[src/rtl/fan_off_timer_ctrl_if.sv]
// Button/tick inputs and timer status outputs of the fan off-timer sequencer.
// The master side is the upstream logic (buttons and minute strobe); the slave side is the sequencer.
interface fan_off_timer_ctrl_if;
  logic        mode_btn;
  logic        cancel_btn;
  logic        tick;
  logic [1:0]  mode;
  logic        timer_active;
  logic [15:0] bcd_time;
  logic        fan_off_req;
  logic        alarm;

  modport master (
    output mode_btn, cancel_btn, tick,
    input  mode, timer_active, bcd_time, fan_off_req, alarm
  );

  modport slave (
    input  mode_btn, cancel_btn, tick,
    output mode, timer_active, bcd_time, fan_off_req, alarm
  );
endinterface

[src/rtl/fan_off_timer_ctrl.sv]
// Fan off-timer sequencer: cycles preset mode, counts a BCD HH:MM value down on minute
// ticks, pulses a fan shut-off request on expiry and holds a self-clearing alarm.
module fan_off_timer_ctrl #(
  parameter int unsigned PRESET1     = 1,
  parameter int unsigned PRESET2     = 3,
  parameter int unsigned PRESET3     = 5,
  parameter int unsigned ALARM_TICKS = 10
) (
  input  logic                        clk,
  input  logic                        reset_p,
  fan_off_timer_ctrl_if.slave         bus_io
);

  localparam logic [2:0] S_IDLE   = 3'd0;
  localparam logic [2:0] S_LOAD   = 3'd1;
  localparam logic [2:0] S_RUN    = 3'd2;
  localparam logic [2:0] S_EXPIRE = 3'd3;
  localparam logic [2:0] S_ALARM  = 3'd4;

  localparam logic [7:0] ALARM_LAST = 8'(ALARM_TICKS - 1);

  logic [2:0]  state_q, state_d;
  logic [1:0]  mode_q, mode_d;
  logic [15:0] bcd_q, bcd_d;
  logic [7:0]  alarm_cnt_q, alarm_cnt_d;
  logic        active_q, active_d;
  logic        fan_off_q, fan_off_d;
  logic        alarm_q, alarm_d;
  logic [3:0]  preset_sel;

  // One-minute decrement with per-digit borrow; m10 wraps to 5, the other digits to 9.
  function automatic logic [15:0] dec_minute(input logic [15:0] t);
    logic [3:0] h10, h1, m10, m1;
    h10 = t[15:12];
    h1  = t[11:8];
    m10 = t[7:4];
    m1  = t[3:0];
    if (m1 != 4'd0) begin
      m1 = m1 - 4'd1;
    end else begin
      m1 = 4'd9;
      if (m10 != 4'd0) begin
        m10 = m10 - 4'd1;
      end else begin
        m10 = 4'd5;
        if (h1 != 4'd0) begin
          h1 = h1 - 4'd1;
        end else begin
          h1  = 4'd9;
          h10 = h10 - 4'd1;
        end
      end
    end
    return {h10, h1, m10, m1};
  endfunction

  always_comb begin
    case (mode_q)
      2'd1:    preset_sel = 4'(PRESET1);
      2'd2:    preset_sel = 4'(PRESET2);
      2'd3:    preset_sel = 4'(PRESET3);
      default: preset_sel = 4'd0;
    endcase
  end

  always_comb begin
    // NOTE: every signal written here gets a default first so no path can infer a latch.
    state_d     = state_q;
    mode_d      = mode_q;
    bcd_d       = bcd_q;
    alarm_cnt_d = alarm_cnt_q;
    alarm_d     = alarm_q;
    fan_off_d   = 1'b0;

    case (state_q)
      S_IDLE: begin
        bcd_d   = 16'h0000;
        alarm_d = 1'b0;
        if (bus_io.mode_btn) begin
          mode_d  = 2'd1;
          state_d = S_LOAD;
        end
      end

      S_LOAD: begin
        bcd_d   = {4'd0, preset_sel, 8'h00};
        state_d = S_RUN;
      end

      S_RUN: begin
        if (bus_io.cancel_btn) begin
          mode_d  = 2'd0;
          bcd_d   = 16'h0000;
          state_d = S_IDLE;
        end else if (bus_io.mode_btn) begin
          if (mode_q == 2'd3) begin
            mode_d  = 2'd0;
            bcd_d   = 16'h0000;
            state_d = S_IDLE;
          end else begin
            mode_d  = mode_q + 2'd1;
            state_d = S_LOAD;
          end
        end else if (bus_io.tick && (bcd_q != 16'h0000)) begin
          bcd_d = dec_minute(bcd_q);
          if (bcd_q == 16'h0001) begin
            mode_d    = 2'd0;
            fan_off_d = 1'b1;
            state_d   = S_EXPIRE;
          end
        end
      end

      S_EXPIRE: begin
        bcd_d   = 16'h0000;
        alarm_d = 1'b1;
        state_d = S_ALARM;
      end

      S_ALARM: begin
        if (bus_io.mode_btn || bus_io.cancel_btn) begin
          alarm_d     = 1'b0;
          alarm_cnt_d = 8'd0;
          state_d     = S_IDLE;
        end else if (bus_io.tick) begin
          if (alarm_cnt_q == ALARM_LAST) begin
            alarm_d     = 1'b0;
            alarm_cnt_d = 8'd0;
            state_d     = S_IDLE;
          end else begin
            alarm_cnt_d = alarm_cnt_q + 8'd1;
          end
        end
      end

      default: begin
        mode_d      = 2'd0;
        bcd_d       = 16'h0000;
        alarm_d     = 1'b0;
        alarm_cnt_d = 8'd0;
        state_d     = S_IDLE;
      end
    endcase

    active_d = (state_d == S_LOAD) || (state_d == S_RUN);
  end

  // NOTE: state registers use non-blocking assignments so every flop samples pre-edge values.
  always_ff @(posedge clk or posedge reset_p) begin
    if (reset_p) begin
      state_q     <= S_IDLE;
      mode_q      <= 2'd0;
      bcd_q       <= 16'h0000;
      alarm_cnt_q <= 8'd0;
      active_q    <= 1'b0;
      fan_off_q   <= 1'b0;
      alarm_q     <= 1'b0;
    end else begin
      state_q     <= state_d;
      mode_q      <= mode_d;
      bcd_q       <= bcd_d;
      alarm_cnt_q <= alarm_cnt_d;
      active_q    <= active_d;
      fan_off_q   <= fan_off_d;
      alarm_q     <= alarm_d;
    end
  end

  assign bus_io.mode         = mode_q;
  assign bus_io.timer_active = active_q;
  assign bus_io.bcd_time     = bcd_q;
  assign bus_io.fan_off_req  = fan_off_q;
  assign bus_io.alarm        = alarm_q;

endmodule

[src/flat_wrapper.sv]
// flat-port wrapper written by rule: the top's interface ports become plain ports
module fan_off_timer_ctrl_flat 
#(
  parameter int unsigned PRESET1     = 1,
  parameter int unsigned PRESET2     = 3,
  parameter int unsigned PRESET3     = 5,
  parameter int unsigned ALARM_TICKS = 10
)
  (clk, reset_p, bus_io_mode_btn, bus_io_cancel_btn, bus_io_tick, bus_io_mode, bus_io_timer_active, bus_io_bcd_time, bus_io_fan_off_req, bus_io_alarm);
  fan_off_timer_ctrl_if bus_io_i ();
  input  logic clk;
  input  logic reset_p;
  input wire logic [$bits(bus_io_i.mode_btn)-1:0] bus_io_mode_btn;
  input wire logic [$bits(bus_io_i.cancel_btn)-1:0] bus_io_cancel_btn;
  input wire logic [$bits(bus_io_i.tick)-1:0] bus_io_tick;
  output wire logic [$bits(bus_io_i.mode)-1:0] bus_io_mode;
  output wire logic [$bits(bus_io_i.timer_active)-1:0] bus_io_timer_active;
  output wire logic [$bits(bus_io_i.bcd_time)-1:0] bus_io_bcd_time;
  output wire logic [$bits(bus_io_i.fan_off_req)-1:0] bus_io_fan_off_req;
  output wire logic [$bits(bus_io_i.alarm)-1:0] bus_io_alarm;
  assign bus_io_i.mode_btn = bus_io_mode_btn;
  assign bus_io_i.cancel_btn = bus_io_cancel_btn;
  assign bus_io_i.tick = bus_io_tick;
  assign bus_io_mode = bus_io_i.mode;
  assign bus_io_timer_active = bus_io_i.timer_active;
  assign bus_io_bcd_time = bus_io_i.bcd_time;
  assign bus_io_fan_off_req = bus_io_i.fan_off_req;
  assign bus_io_alarm = bus_io_i.alarm;
  fan_off_timer_ctrl #(.PRESET1(PRESET1), .PRESET2(PRESET2), .PRESET3(PRESET3), .ALARM_TICKS(ALARM_TICKS)) u_core (.clk(clk), .reset_p(reset_p), .bus_io(bus_io_i));
endmodule
[config.mk]
export PLATFORM = sky130hd
export DESIGN_NAME = fan_off_timer_ctrl_flat
export DESIGN_NICKNAME = d
export VERILOG_FILES = /design/src/rtl/fan_off_timer_ctrl_if.sv /design/src/rtl/fan_off_timer_ctrl.sv /design/src/flat_wrapper.sv
export SDC_FILE = /design/constraint.sdc
export NUM_CORES = 1
export LEC_CHECK = 0
export ABC_AREA = 1
export BUFFER_PORTS_ARGS = -buffer_cell sky130_fd_sc_hd__buf_4
export CAP_MARGIN = 20
export CORE_AREA = 10 10 102 104
export DETAILED_ROUTE_END_ITERATION = 7
export DIE_AREA = 0 0 112 114
export PLACE_DENSITY_LB_ADDON = 0.15
export SLEW_MARGIN = 5
export SYNTH_ARGS = -nofsm -noshare
export SYNTH_HDL_FRONTEND = slang
export SYNTH_SLANG_ARGS = --single-unit
[constraint.sdc]
create_clock -name clk -period 4.3 [get_ports clk]
set_input_delay 0.43 -clock clk [delete_from_list [all_inputs] [get_ports clk]]
set_output_delay 0.43 -clock clk [all_outputs]
set_load 0.02 [all_outputs]
==> summary.md, run 1 <==
| Metric | Value |
|---|---|
| Status | `completed` |
| Crit path cell chain | `inv_1 > ha_1 > nand2_1 > nor2_1 > nand2_1 > nand2_1 > nand2_1 > nand2_4 > nor2_4 > nand3_1 > nand2_1` |
| Layout Skew | `0.00780 ns` |
| Post-route ant nets | `0` |
| Library cells used by synthesis | `33` |
| Largest net degree at the start of global routing | `33` |
| Most frequent cells in the layout | `70 x nand2_1, 42 x inv_1, 34 x nor2_1, 32 x dfrtp_1, 26 x buf_4` |
| Final WL | `a little over 5000 um` |
| Vias in the first global route | `1906` |
| Wire length of the first global-routing pass | `~9000 um` |
| Post-CTS repair timing setup buffer count | `0` |
| Final Hold Fails | `0` |
| Syn Nets | `~290` |
| Clock share of power | `0.216` |
| Relative slew margins | `0.712` |
| Slowest-stage cell, CP | `dfrtp_1` |
| Avg Cell Area, Syn | `about 7.5 sq um` |
| GR Util met1 | `0.101` |
| GRT Util Overall | `0.0836` |
| Die Span Y | `114 um` |
| DR pass1 iterations | `4` |
| Kind of critical path | `reg2reg` |
| Maximum root-to-sink buffer count | `2` |
| Fill cells | `about 940` |
| Worst slew pin tran | `around 0.43 ns` |
| Vias/cell | `between 4 and 5` |
| Critical path arrival | `~2.1 ns` |
| Clock-pin slew on the worst setup and hold paths | `around 0.07 ns` |
| Synth Flop Type | `dfrtp_1` |
| Site row count | `34` |
| FF/Latch Area | `801 sq um` |
| CTS Buf Count | `5` |
| Worst Path Max Fanout | `16` |
| Crit path max-delay family | `simple AND/OR/NAND/NOR gates` |
| CTS tree | `done` |
| Post-cts resize count | `0` |
| Warnings, synthesis | `0` |
| Initial Utilization | `0.242` |
| Worst Path Required | `4.51 ns` |
| Number of max-cap violations | `0` |
| EDFF count, synth | `0` |
| Seq/Total Area, Yosys | `0.390` |
| Comb pwr share | `0.442` |
| Number of I/O port buffers | `25` |
| Flops & latches, synth | `32` |
| Area delta synth->final | `19.5%` |
| Fin crit period | `1.92 ns` |
| Setup TNS | `0 ns` |
| Die X | `approximately 110 um` |
| Switching share of power | `0.425` |
| Power Density | `approximately 480 mW/mm^2` |
| Core area | `approximately 0.0085 sq mm` |
| Peak Freq | `approximately 520 MHz` |
| Nets@finish | `323` |
| GRT met2 Usage | `0.145` |
| Initial antenna violation count | `0` |
| VDD IR max | `roughly 150 uV` |
| Final Util | `0.290` |
| Met3 Use GR | `0.0215` |
| Die ar. | `between 0.01 and 0.015 sq mm` |
| Clock sink count | `32` |
| GRT busiest layer | `met2` |
| Slew Limit Fails | `0` |
| Setup crit start kind | `flop` |
| Switch Pwr | `495 uW` |
| Pleak | `between 1 and 1.5 nW` |
| Boundary Pins | `26` |
| Hold_buf cts | `0` |
| Hpwl dp | `between 3000 and 4000 um` |
| RSZ-0062 raised after global routing | `false` |
| Synth async-reset ratio | `1.00` |
| Worst setup EP type | `flop` |
| Clk_lat worst skew | `0.28 ns` |
| H-tree levels | `2` |
| Reg power frac | `0.342` |
| Syn Inst Count | `between 200 and 300` |
| Via count | `between 1500 and 2000` |
| Mapped Area | `0.00205 sq mm` |
| Final Cycle Share | `0.447` |
| Setup-violating endpoint count in the final report | `0` |
| Most frequent CP cell | `nand2_1` |
| Grt total ovfl | `0` |
| Avg WL per Cell | `about 12 um` |
| HP Class | `in2async` |
| CP bufs+invs | `1` |
| Layout cells sized above 1 | `0.160` |
| Root Buffer | `clkbuf_8` |
| Area of the multi-input gates | `0.00105 sq mm` |
| Initial drt markers | `between 60 and 70` |
| Slowest stage delay, CP | `between 0.3 and 0.4 ns` |
| Antenna Cells | `0` |
| # DRC | `0` |
| Commonest non-fill, non-tap cell in the layout | `nand2_1` |
| Global placer's final weighted congestion | `roughly 0.8` |
| Internal Power | `670 uW` |
[power by group through the flow]
| stage | sequential (mW) | clock [mW] | combinational [mW] |
|---|---|---|---|
| finish | 0.398 | 0.252 | 0.515 |
| global route | 0.409 | 0.281 | 0.589 |
| CTS | 0.400 | 0.267 | 0.530 |
| detailed placement | 0.406 | 0 | 0.527 |
| global placement | 0.405 | 0 | 0.535 |
| floorplan | 0.439 | 0 | 0.344 |
[cell usage after synthesis, types with 3 or more instances]
library cell,n,area (sq um)
nand2_1,70,263
inv_1,42,158
nor2_1,34,128
dfrtp_1,32,801
nand3_1,22,110
o21ai_0,16,80.1
ha_1,12,150
nand4_1,6,37.5
a21oi_1,5,25.0
nor3_1,4,20.0
o21ai_2,3,26.3
o22ai_1,3,18.8
xor2_1,3,26.3
[metal layers]
layer,vias up,routed length (um)
met5,-,0
met4,0,40
met3,5,166
met2,23,2480
met1,834,2360
li1,936,-
[cells by family after synthesis]
kind of cell | Yosys count | synth area share
xor gates and xnor gates | 5 | 0.0213
adders and majority gates | 12 | 0.0732
AOI/OAI and AO/OA | 33 | 0.101
and+or+nand+nor | 146 | 0.317
buffers and inverters | 47 | 0.0969
DFF | 32 | 0.390
[registers in the layout, summed over array words and instances (netlist names)]
signal                      flops
u_core.alarm_cnt_q              8
u_core.bus_io.bcd_time         16
u_core.bus_io.alarm             1
u_core.state_q                  3
u_core.bus_io.mode              2
u_core.bus_io.fan_off_req       1
u_core.bus_io.timer_active      1
[worst reg2reg max path, stage by stage (launching register included)]
cell and delay (ns):
dfrtp_1 0.37, inv_1 0.10, ha_1 0.23, nand2_1 0.20
nor2_1 0.07, nand2_1 0.07, nand2_1 0.04, nand2_1 0.14
nand2_4 0.09, nor2_4 0.31, nand3_1 0.14, nand2_1 0.09
[area by class of cell]
class	instances	area share
clock buffer	7	0.0393
sequential	32	0.327
tap	108	0.0551
multi-input combinational	196	0.429
timing repair buffer	26	0.0796
inverter	45	0.0704
[path summary, 6_finish.rpt]
path / start / endpoint / slack, ns / cells past startpoint
setup / recovery: u_core.bus_io.bcd_time[4]$_DFFE_PP0P_ / u_core.bus_io.bcd_time[8]$_DFFE_PP0P_ / 2.38 / 11
hold / removal: reset_p / u_core.bus_io.bcd_time[1]$_DFFE_PP0P_ / 0.25 / 3
setup reg to reg: u_core.bus_io.bcd_time[4]$_DFFE_PP0P_ / u_core.bus_io.bcd_time[8]$_DFFE_PP0P_ / 2.38 / 11
hold reg to reg: u_core.bus_io.alarm$_DFFE_PP0P_ / u_core.bus_io.alarm$_DFFE_PP0P_ / 0.51 / 2
max in group asynchronous: reset_p / u_core.bus_io.mode[1]$_DFFE_PP0P_ / 3.74 / 3
min in group clk: bus_io_mode_btn / u_core.state_q[0]$_DFF_PP0_ / 0.46 / 3
[stage by stage]
| step | setup WS [ns] | hold slack (ns) | instances | total power [mW] | instance area [sq um] |
|---|---|---|---|---|---|
| final | 2.38 | 0.246 | 414 | 1.17 | 2450 |
| after global routing | 2.13 | 0.320 | 414 | 1.28 | 2450 |
| after CTS | 2.32 | 0.268 | 414 | 1.20 | 2450 |
| after detailed placement | 2.37 | 0.497 | 407 | 0.932 | 2360 |
| after global placement | 2.36 | 0.497 | 407 | 0.940 | 2360 |
| after floorplan | 2.53 | 0.496 | 275 | 0.783 | 2050 |
(Power assumes the default switching activity.)
==> run 2, diff against run 1 <==
clock period = 1.8 ns   (was 4.3 ns; I/O delays follow)
==> run 2 against run 1 <==
Net effect:
- the flow now finishes with violations (negative hold slack)
- first-iteration DRC count is 16% lower
- flip-flop and latch count stayed put
- via count is 2.2% higher
- maximum frequency is 15% higher
- combinational power grew to 3.0 times the previous value
- routed wire length is 6.3% higher
- worst hold slack worse by 0.25 ns
- global-route usage is 0.45 points higher
- non-clock buffer count is 19 higher
- register-to-register slack worse by 2.2 ns
- largest power group unchanged
==> summary.md, run 2 (same netlist as run 1, synthesis figures left out) <==
| Metric | Value |
|---|---|
| Die X | `112 um (unchanged)` |
| Reg power frac | `0.308 (-0.034)` |
| Wire length of the first global-routing pass | `9440 um (+4.9%)` |
| HP Class | `in2async` |
| Most frequent CP cell | `nand2_1` |
| Clk_lat worst skew | `0.28 ns (about the same)` |
| Final WL | `5370 um (+6.3%)` |
| Initial drt markers | `56 (-16%)` |
| Global placer's final weighted congestion | `0.755 (-4.9%)` |
| WL met2 | `2560 um (+3.3%)` |
| Largest net degree at the start of global routing | `33 (unchanged)` |
| Switch Pwr | `1.31 mW (+170%)` |
| DR pass1 iterations | `4 (unchanged)` |
| Clock share of power | `0.191 (-0.025)` |
| Site row count | `34 (unchanged)` |
| Final Util | `0.316 (+0.0266)` |
| Final Hold Fails | `6 (+6)` |
| Fill cells | `932 (-1.2%)` |
| Met3 wire length | `189 um (+14%)` |
| Failing checks | `negative hold slack` |
| Antenna Cells | `0 (unchanged)` |
| Switching share of power | `0.426 (+0.00131)` |
| Setup crit start kind | `flop` |
| Slowest-stage cell, CP | `dfrtp_1` |
| Area delta synth->final | `30.5%` |
| Comb pwr share | `0.501 (+0.059)` |
| Layout cells sized above 1 | `0.261 (+0.101)` |
| Hpwl dp | `4040 um (+1.9%)` |
| Pleak | `1.37 nW (+9.0%)` |
| Power Density | `1150 mW/mm^2 (+140%)` |
| Boundary Pins | `26 (unchanged)` |
| Worst slew pin tran | `0.441 ns (+0.00961 ns)` |
| Clock-pin slew on the worst setup and hold paths | `0.07 ns (about the same)` |
| Hold Slack | `-0.00415 ns (-0.250 ns)` |
| Layout Skew | `0.00360 ns (-0.00420 ns)` |
| Via count | `1838 (+2.2%)` |
| Maximum root-to-sink buffer count | `2 (unchanged)` |
| Number of max-cap violations | `0 (unchanged)` |
| Root Buffer | `clkbuf_8` |
| Max reg flops | `16 (unchanged)` |
| Grt total ovfl | `0 (unchanged)` |
| Relative slew margins | `0.706 (-0.00641)` |
| Hold_buf cts | `0 (unchanged)` |
| Number of I/O port buffers | `25 (unchanged)` |
| Worst setup EP type | `flop` |
| # DRC | `0 (unchanged)` |
| Peak Freq | `600 MHz (+15%)` |
| Clock sink count | `32 (unchanged)` |
| Commonest non-fill, non-tap cell in the layout | `nand2_1` |
| Slowest stage delay, CP | `0.40 ns (+0.03 ns)` |
| Slew Limit Fails | `0 (unchanged)` |
| GRT Util Overall | `0.0881 (+0.00453)` |
| Status | `finished, violations left` |
| M1 WL | `2560 um (+8.3%)` |
| VDD IR max | `366 uV (+150%)` |
| Internal Power | `1.77 mW (+160%)` |
| Setup TNS | `0 ns (unchanged)` |
| Kind of critical path | `reg2reg` |
| Vias/cell | `4.24 (-2.5%)` |
| Worst Path Required | `1.98 ns (-2.53 ns)` |
| Die Span Y | `114 um (unchanged)` |
| FF/Latch Area | `802 sq um (+0.16%)` |
| Initial antenna violation count | `0 (unchanged)` |
| Nets@finish | `342 (+5.9%)` |
| Most frequent cells in the layout | `67 x nand2_1, 44 x buf_4, 37 x inv_1, 31 x dfrtp_1, 30 x nor2_1` |
| Critical path arrival | `1.85 ns (-0.28 ns)` |
| H-tree levels | `2 (unchanged)` |
| Vias in the first global route | `1910 (+0.21%)` |
| Crit path cell chain | `inv_2 > ha_2 > nand2_1 > buf_4 > o21ai_2 > nand4_1 > nand2_1 > nand2_1` |
| Area of the multi-input gates | `0.00112 sq mm (+6.9%)` |
| Fin crit period | `1.67 ns (-0.256 ns)` |
| CP bufs+invs | `2 (+1)` |
| Post-route ant nets | `0 (unchanged)` |
| Die ar. | `0.0128 sq mm (unchanged)` |
| CTS Buf Count | `5 (unchanged)` |
| Initial Utilization | `0.242 (unchanged)` |
| Core area | `0.00847 sq mm (unchanged)` |
| Avg WL per Cell | `12.4 um (+1.4%)` |
| RSZ-0062 raised after global routing | `false` |
| Setup-violating endpoint count in the final report | `0 (unchanged)` |
| Crit path max-delay family | `simple AND/OR/NAND/NOR gates` |
| Worst Path Max Fanout | `5 (-11)` |
| CTS tree | `done` |
| Final Cycle Share | `0.925 (+0.479)` |
| Uppermost layer routed | `met4` |
[run 2: cell count changes in the layout (fill, tap and decap cells not counted), moves of 2 or more]
cell	change
buf_4	+18
clkinv_2	+2
ha_1	-3
ha_4	+2
inv_1	-5
inv_2	+5
nand2_1	-3
nand2_2	+2
nor2_1	-4
nor2_4	+3
[run 2: final cells by class]
class,instances,area share
inverters,45,0.0645
multi-input cells,196,0.420
repair buffers,45,0.131
clock buffers,6,0.0308
clock inverters,2,0.00374
flip-flops and latches,32,0.300
well taps,108,0.0505
[run 2: final timing paths]
check | slack, ns | from | cells after the start | endpoint
setup / recovery | 0.13 | u_core.bus_io.bcd_time[4]$_DFFE_PP0P_ | 8 | u_core.bus_io.bcd_time[14]$_DFFE_PP0P_
hold / removal | -0.004 | reset_p | 3 | u_core.alarm_cnt_q[2]$_DFFE_PP0P_
setup reg to reg | 0.13 | u_core.bus_io.bcd_time[4]$_DFFE_PP0P_ | 8 | u_core.bus_io.bcd_time[14]$_DFFE_PP0P_
hold reg to reg | 0.50 | u_core.bus_io.alarm$_DFFE_PP0P_ | 2 | u_core.bus_io.alarm$_DFFE_PP0P_
max in group asynchronous | 1.47 | reset_p | 3 | u_core.state_q[2]$_DFF_PP0_
min in group clk | 0.19 | bus_io_mode_btn | 3 | u_core.state_q[0]$_DFF_PP0_
[run 2: what timing repair did]
action | 4_1_cts | 5_1_grt
endpoints found under the setup margin | 2 | 25
resized for setup | 0 | 23
setup buffers | 4 | 2
pin swaps | 2 | 6
[run 2: worst register-to-register path, delay by kind of cell, from the launching register on]
| kind | cells | cell delay, ns |
|---|---|---|
| and+or+nand+nor | 4 | 0.51 |
| DFF | 1 | 0.40 |
| buffers and inverters | 2 | 0.24 |
| AOI/OAI and AO/OA | 1 | 0.23 |
| adders and majority gates | 1 | 0.18 |
[run 2: per-layer routing]
layer | up-vias | track usage
met3 | 7 | 0.0252
li1 | 971 | -
met4 | 0 | 0.0203
met5 | - | 0
met1 | 839 | 0.108
met2 | 21 | 0.149
[run 2: power groups by stage]
stage	Sequential, mW	Combinational [mW]	Clock, mW
after floorplan	1.05	0.823	0
after detailed placement	0.957	1.39	0
after global placement	0.959	1.41	0
after CTS	0.946	1.45	0.614
after global routing	0.967	1.77	0.650
final	0.948	1.54	0.588
[run 2: through the flow]
stage | power (mW) | setup WS, ns | instance area (sq um) | std cells | hold WS [ns]
final | 3.08 | 0.134 | 2680 | 434 | -0.00415
after global routing | 3.38 | 0.0188 | 2680 | 434 | 0.0739
after CTS | 3.01 | 0.0384 | 2590 | 432 | 0.0138
after detailed placement | 2.35 | 0.0218 | 2450 | 420 | 0.322
after global placement | 2.36 | 0.0171 | 2450 | 420 | 0.325
after floorplan | 1.87 | 0.0284 | 2050 | 275 | 0.296
==> run 3, diff against run 2 <==
CORE_AREA = 10 10 94 96   (was 10 10 102 104)
DIE_AREA = 0 0 104 106   (was 0 0 112 114)
clock period = 1.6 ns   (was 1.8 ns; I/O delays follow)
==> run 3 against run 2 <==
Net effect:
- first-iteration DRC count is 34% higher
- routed wire length increased by 1.7%
- die area is 14% lower
- global-route usage up 0.97 points
- maximum frequency increased by 6.1%
- clock skew up 0.0097 ns
- register-to-register slack got worse by 0.10 ns
- sequential share of layout area decreased by 2.6 points
- the run now ends clean
- worst hold slack better by 0.19 ns
- count of clock-buffer cells in the layout rose by 1
==> summary.md, run 3 (same netlist as run 1, synthesis figures left out) <==
| Metric | Value |
|---|---|
| RSZ-0062 raised after global routing | `true` |
| Peak Freq | `637 MHz (+6.1%)` |
| Worst setup EP type | `flop` |
| Vias/cell | `4.28 (+1.1%)` |
| Pleak | `1.52 nW (+11%)` |
| Setup crit start kind | `flop` |
| R2R depth | `9 (+1)` |
| Internal Power | `2.17 mW (+23%)` |
| Global placer's final weighted congestion | `0.827 (+9.6%)` |
| Layout Skew | `0.0133 ns (+0.00966 ns)` |
| Reg2Reg Launch Point | `u_core.state_q[2]$_DFF_PP0_` |
| Final Util | `0.421 (+0.105)` |
| Core area | `0.00706 sq mm (-17%)` |
| Slowest-stage cell, CP | `dfrtp_1` |
| GRT Util Overall | `0.0978 (+0.00969)` |
| Clk_lat worst skew | `0.29 ns (about the same)` |
| Nets@finish | `372 (+8.8%)` |
| Initial Utilization | `0.291 (+0.0483)` |
| Crit path cell chain | `nor3_4 > inv_4 > nor2_4 > nand2_2 > nand2_4 > nor2_4 > buf_8 > nand2_1 > o21ai_1` |
| Maximum root-to-sink buffer count | `2 (unchanged)` |
| Worst Path Required | `1.76 ns (-0.22 ns)` |
| # DRC | `0 (unchanged)` |
| Dpl cell area | `0.00270 sq mm (+9.8%)` |
| Root Buffer | `clkbuf_8` |
| Status | `completed` |
| FF/Latch Area | `812 sq um (+1.2%)` |
| Hold EP | `u_core.state_q[0]$_DFF_PP0_` |
| Worst slew pin tran | `0.435 ns (-0.00639 ns)` |
| Antenna Cells | `0 (unchanged)` |
| Setup-violating endpoint count in the final report | `0 (unchanged)` |
| Commonest non-fill, non-tap cell in the layout | `buf_4` |
| Pwr Total | `3.75 mW (+22%)` |
| Final Cycle Share | `0.981 (+0.0560)` |
| Worst hold start | `bus_io_mode_btn` |
| Initial drt markers | `75 (+34%)` |
| Final Hold Fails | `0 (-6)` |
| Most frequent CP cell | `nor2_4` |
| Largest net degree at the start of global routing | `33 (unchanged)` |
| CTS Buf Count | `5 (unchanged)` |
| Vias in the first global route | `1900 (-0.52%)` |
| Hpwl dp | `4110 um (+1.9%)` |
| Relative slew margins | `0.710 (+0.00426)` |
| Switch Pwr | `1.58 mW (+20%)` |
| Power Density | `1260 mW/mm^2 (+9.7%)` |
| Hold-critical path depth | `3` |
| Layout cells sized above 1 | `0.399 (+0.138)` |
| Comb pwr share | `0.560 (+0.059)` |
| Grt total ovfl | `0 (unchanged)` |
| Cells after DPL | `438 (+4.3%)` |
| Slowest stage delay, CP | `0.43 ns (+0.03 ns)` |
| Pre-CTS WS | `-0.0328 ns (-0.0546 ns)` |
| Hold Slack | `0.184 ns (+0.188 ns)` |
| Layout Cells excl Fill | `455 (+4.8%)` |
| Die ar. | `0.0110 sq mm (-14%)` |
| Final WL | `5460 um (+1.7%)` |
| Reg power frac | `0.278 (-0.030)` |
| DR pass1 iterations | `4 (unchanged)` |
| Die X | `104 um (-7.1%)` |
| Setup TNS | `0 ns (unchanged)` |
| Worst setup margin | `0.0297 ns (-0.105 ns)` |
| CTS tree | `done` |
| Site row count | `31 (-8.8%)` |
| Final instance area | `0.00297 sq mm (+11%)` |
| Via count | `1949 (+6.0%)` |
| Max reg flops | `16 (unchanged)` |
| Area delta synth->final | `44.9%` |
| HP Class | `in2reg` |
| Fin crit period | `1.57 ns (-0.0954 ns)` |
| R2r setup slk | `0.03 ns (-0.10 ns)` |
| Die Span Y | `106 um (-7.0%)` |
| Fill cells | `766 (-18%)` |
| H-tree levels | `2 (unchanged)` |
| Number of I/O port buffers | `25 (unchanged)` |
| Kind of critical path | `reg2reg` |
| Switching share of power | `0.421 (-0.00502)` |
| Boundary Pins | `26 (unchanged)` |
| Wire length of the first global-routing pass | `8920 um (-5.5%)` |
| Clock share of power | `0.162 (-0.029)` |
| Number of max-cap violations | `0 (unchanged)` |
| Post-route ant nets | `0 (unchanged)` |
| Avg WL per Cell | `12.0 um (-3.0%)` |
| Worst Path Max Fanout | `8 (+3)` |
| Worst flop-to-flop path endpoint | `u_core.bus_io.bcd_time[6]$_DFFE_PP0P_` |
| Clock sink count | `32 (unchanged)` |
| Critical path arrival | `1.73 ns (-0.12 ns)` |
| Initial antenna violation count | `0 (unchanged)` |
| Area of the multi-input gates | `0.00120 sq mm (+6.5%)` |
| Clock-pin slew on the worst setup and hold paths | `0.06 ns (about the same)` |
| VDD IR max | `522 uV (+43%)` |
| Most frequent cells in the layout | `70 x buf_4, 56 x nand2_1, 31 x inv_1, 27 x nor2_1, 23 x dfrtp_1` |
| Slew Limit Fails | `0 (unchanged)` |
-- run 3: how the worst max path moves through the flow --
stage | endpoint | slack [ns] | from | cells after the start
6_report | u_core.bus_io.bcd_time[6]$_DFFE_PP0P_ | 0.03 | u_core.state_q[2]$_DFF_PP0_ | 9
2_1_floorplan | u_core.bus_io.bcd_time[12]$_DFFE_PP0P_ | 0.003 | u_core.bus_io.bcd_time[12]$_DFFE_PP0P_ | 12
5_1_grt | u_core.bus_io.bcd_time[6]$_DFFE_PP0P_ | -0.08 | u_core.state_q[1]$_DFF_PP0_ | 10
4_1_cts | u_core.bus_io.bcd_time[6]$_DFFE_PP0P_ | 0.01 | u_core.bus_io.bcd_time[12]$_DFFE_PP0P_ | 12
3_5_place_dp | u_core.bus_io.bcd_time[1]$_DFFE_PP0P_ | -0.03 | u_core.bus_io.bcd_time[12]$_DFFE_PP0P_ | 11
3_3_place_gp | u_core.bus_io.bcd_time[1]$_DFFE_PP0P_ | 0.002 | u_core.bus_io.bcd_time[12]$_DFFE_PP0P_ | 11
-- run 3: critical path: cells and delay by family (launching register included) --
kind / cells / cell delay (ns)
simple gates: 6 / 0.76
flops: 1 / 0.43
compound gates: 1 / 0.06
buf+inv: 2 / 0.19
-- run 3: power groups by stage --
| stage | clock [mW] | sequential (mW) | combinational, mW |
|---|---|---|---|
| 2_1_floorplan | 0 | 1.19 | 1.01 |
| 3_5_place_dp | 0 | 1.05 | 1.91 |
| 3_3_place_gp | 0 | 1.05 | 1.92 |
| 4_1_cts | 0.639 | 1.04 | 1.92 |
| 5_1_grt | 0.669 | 1.06 | 2.34 |
| 6_report | 0.608 | 1.04 | 2.10 |
-- run 3: area by class of cell --
type / instances / area share
inverters: 45 / 0.0589
clock buffers: 7 / 0.0257
multi-input cells: 196 / 0.403
clock inverters: 1 / 0.00168
flip-flops and latches: 32 / 0.273
repair buffers: 75 / 0.196
well taps: 99 / 0.0416
-- run 3: what timing repair did --
action                                  4_1_cts  5_1_grt
hold buffers                                  1        0
buffers inserted                              0        8
pin swaps                                     0       29
endpoints found under the setup margin        2       29
resized for setup                             2       45
hold endpoints to repair                     32        0
-- run 3: metal layers --
metal  wire [um]  part of all wire  vias to the layer above  global-route usage
met5           0                 0                        -                   0
met4          87             0.016                        0              0.0398
met2        2560              0.47                       39               0.155
met3         275             0.050                        8              0.0308
li1            -                 -                     1034                   -
met1        2540              0.46                      868               0.121
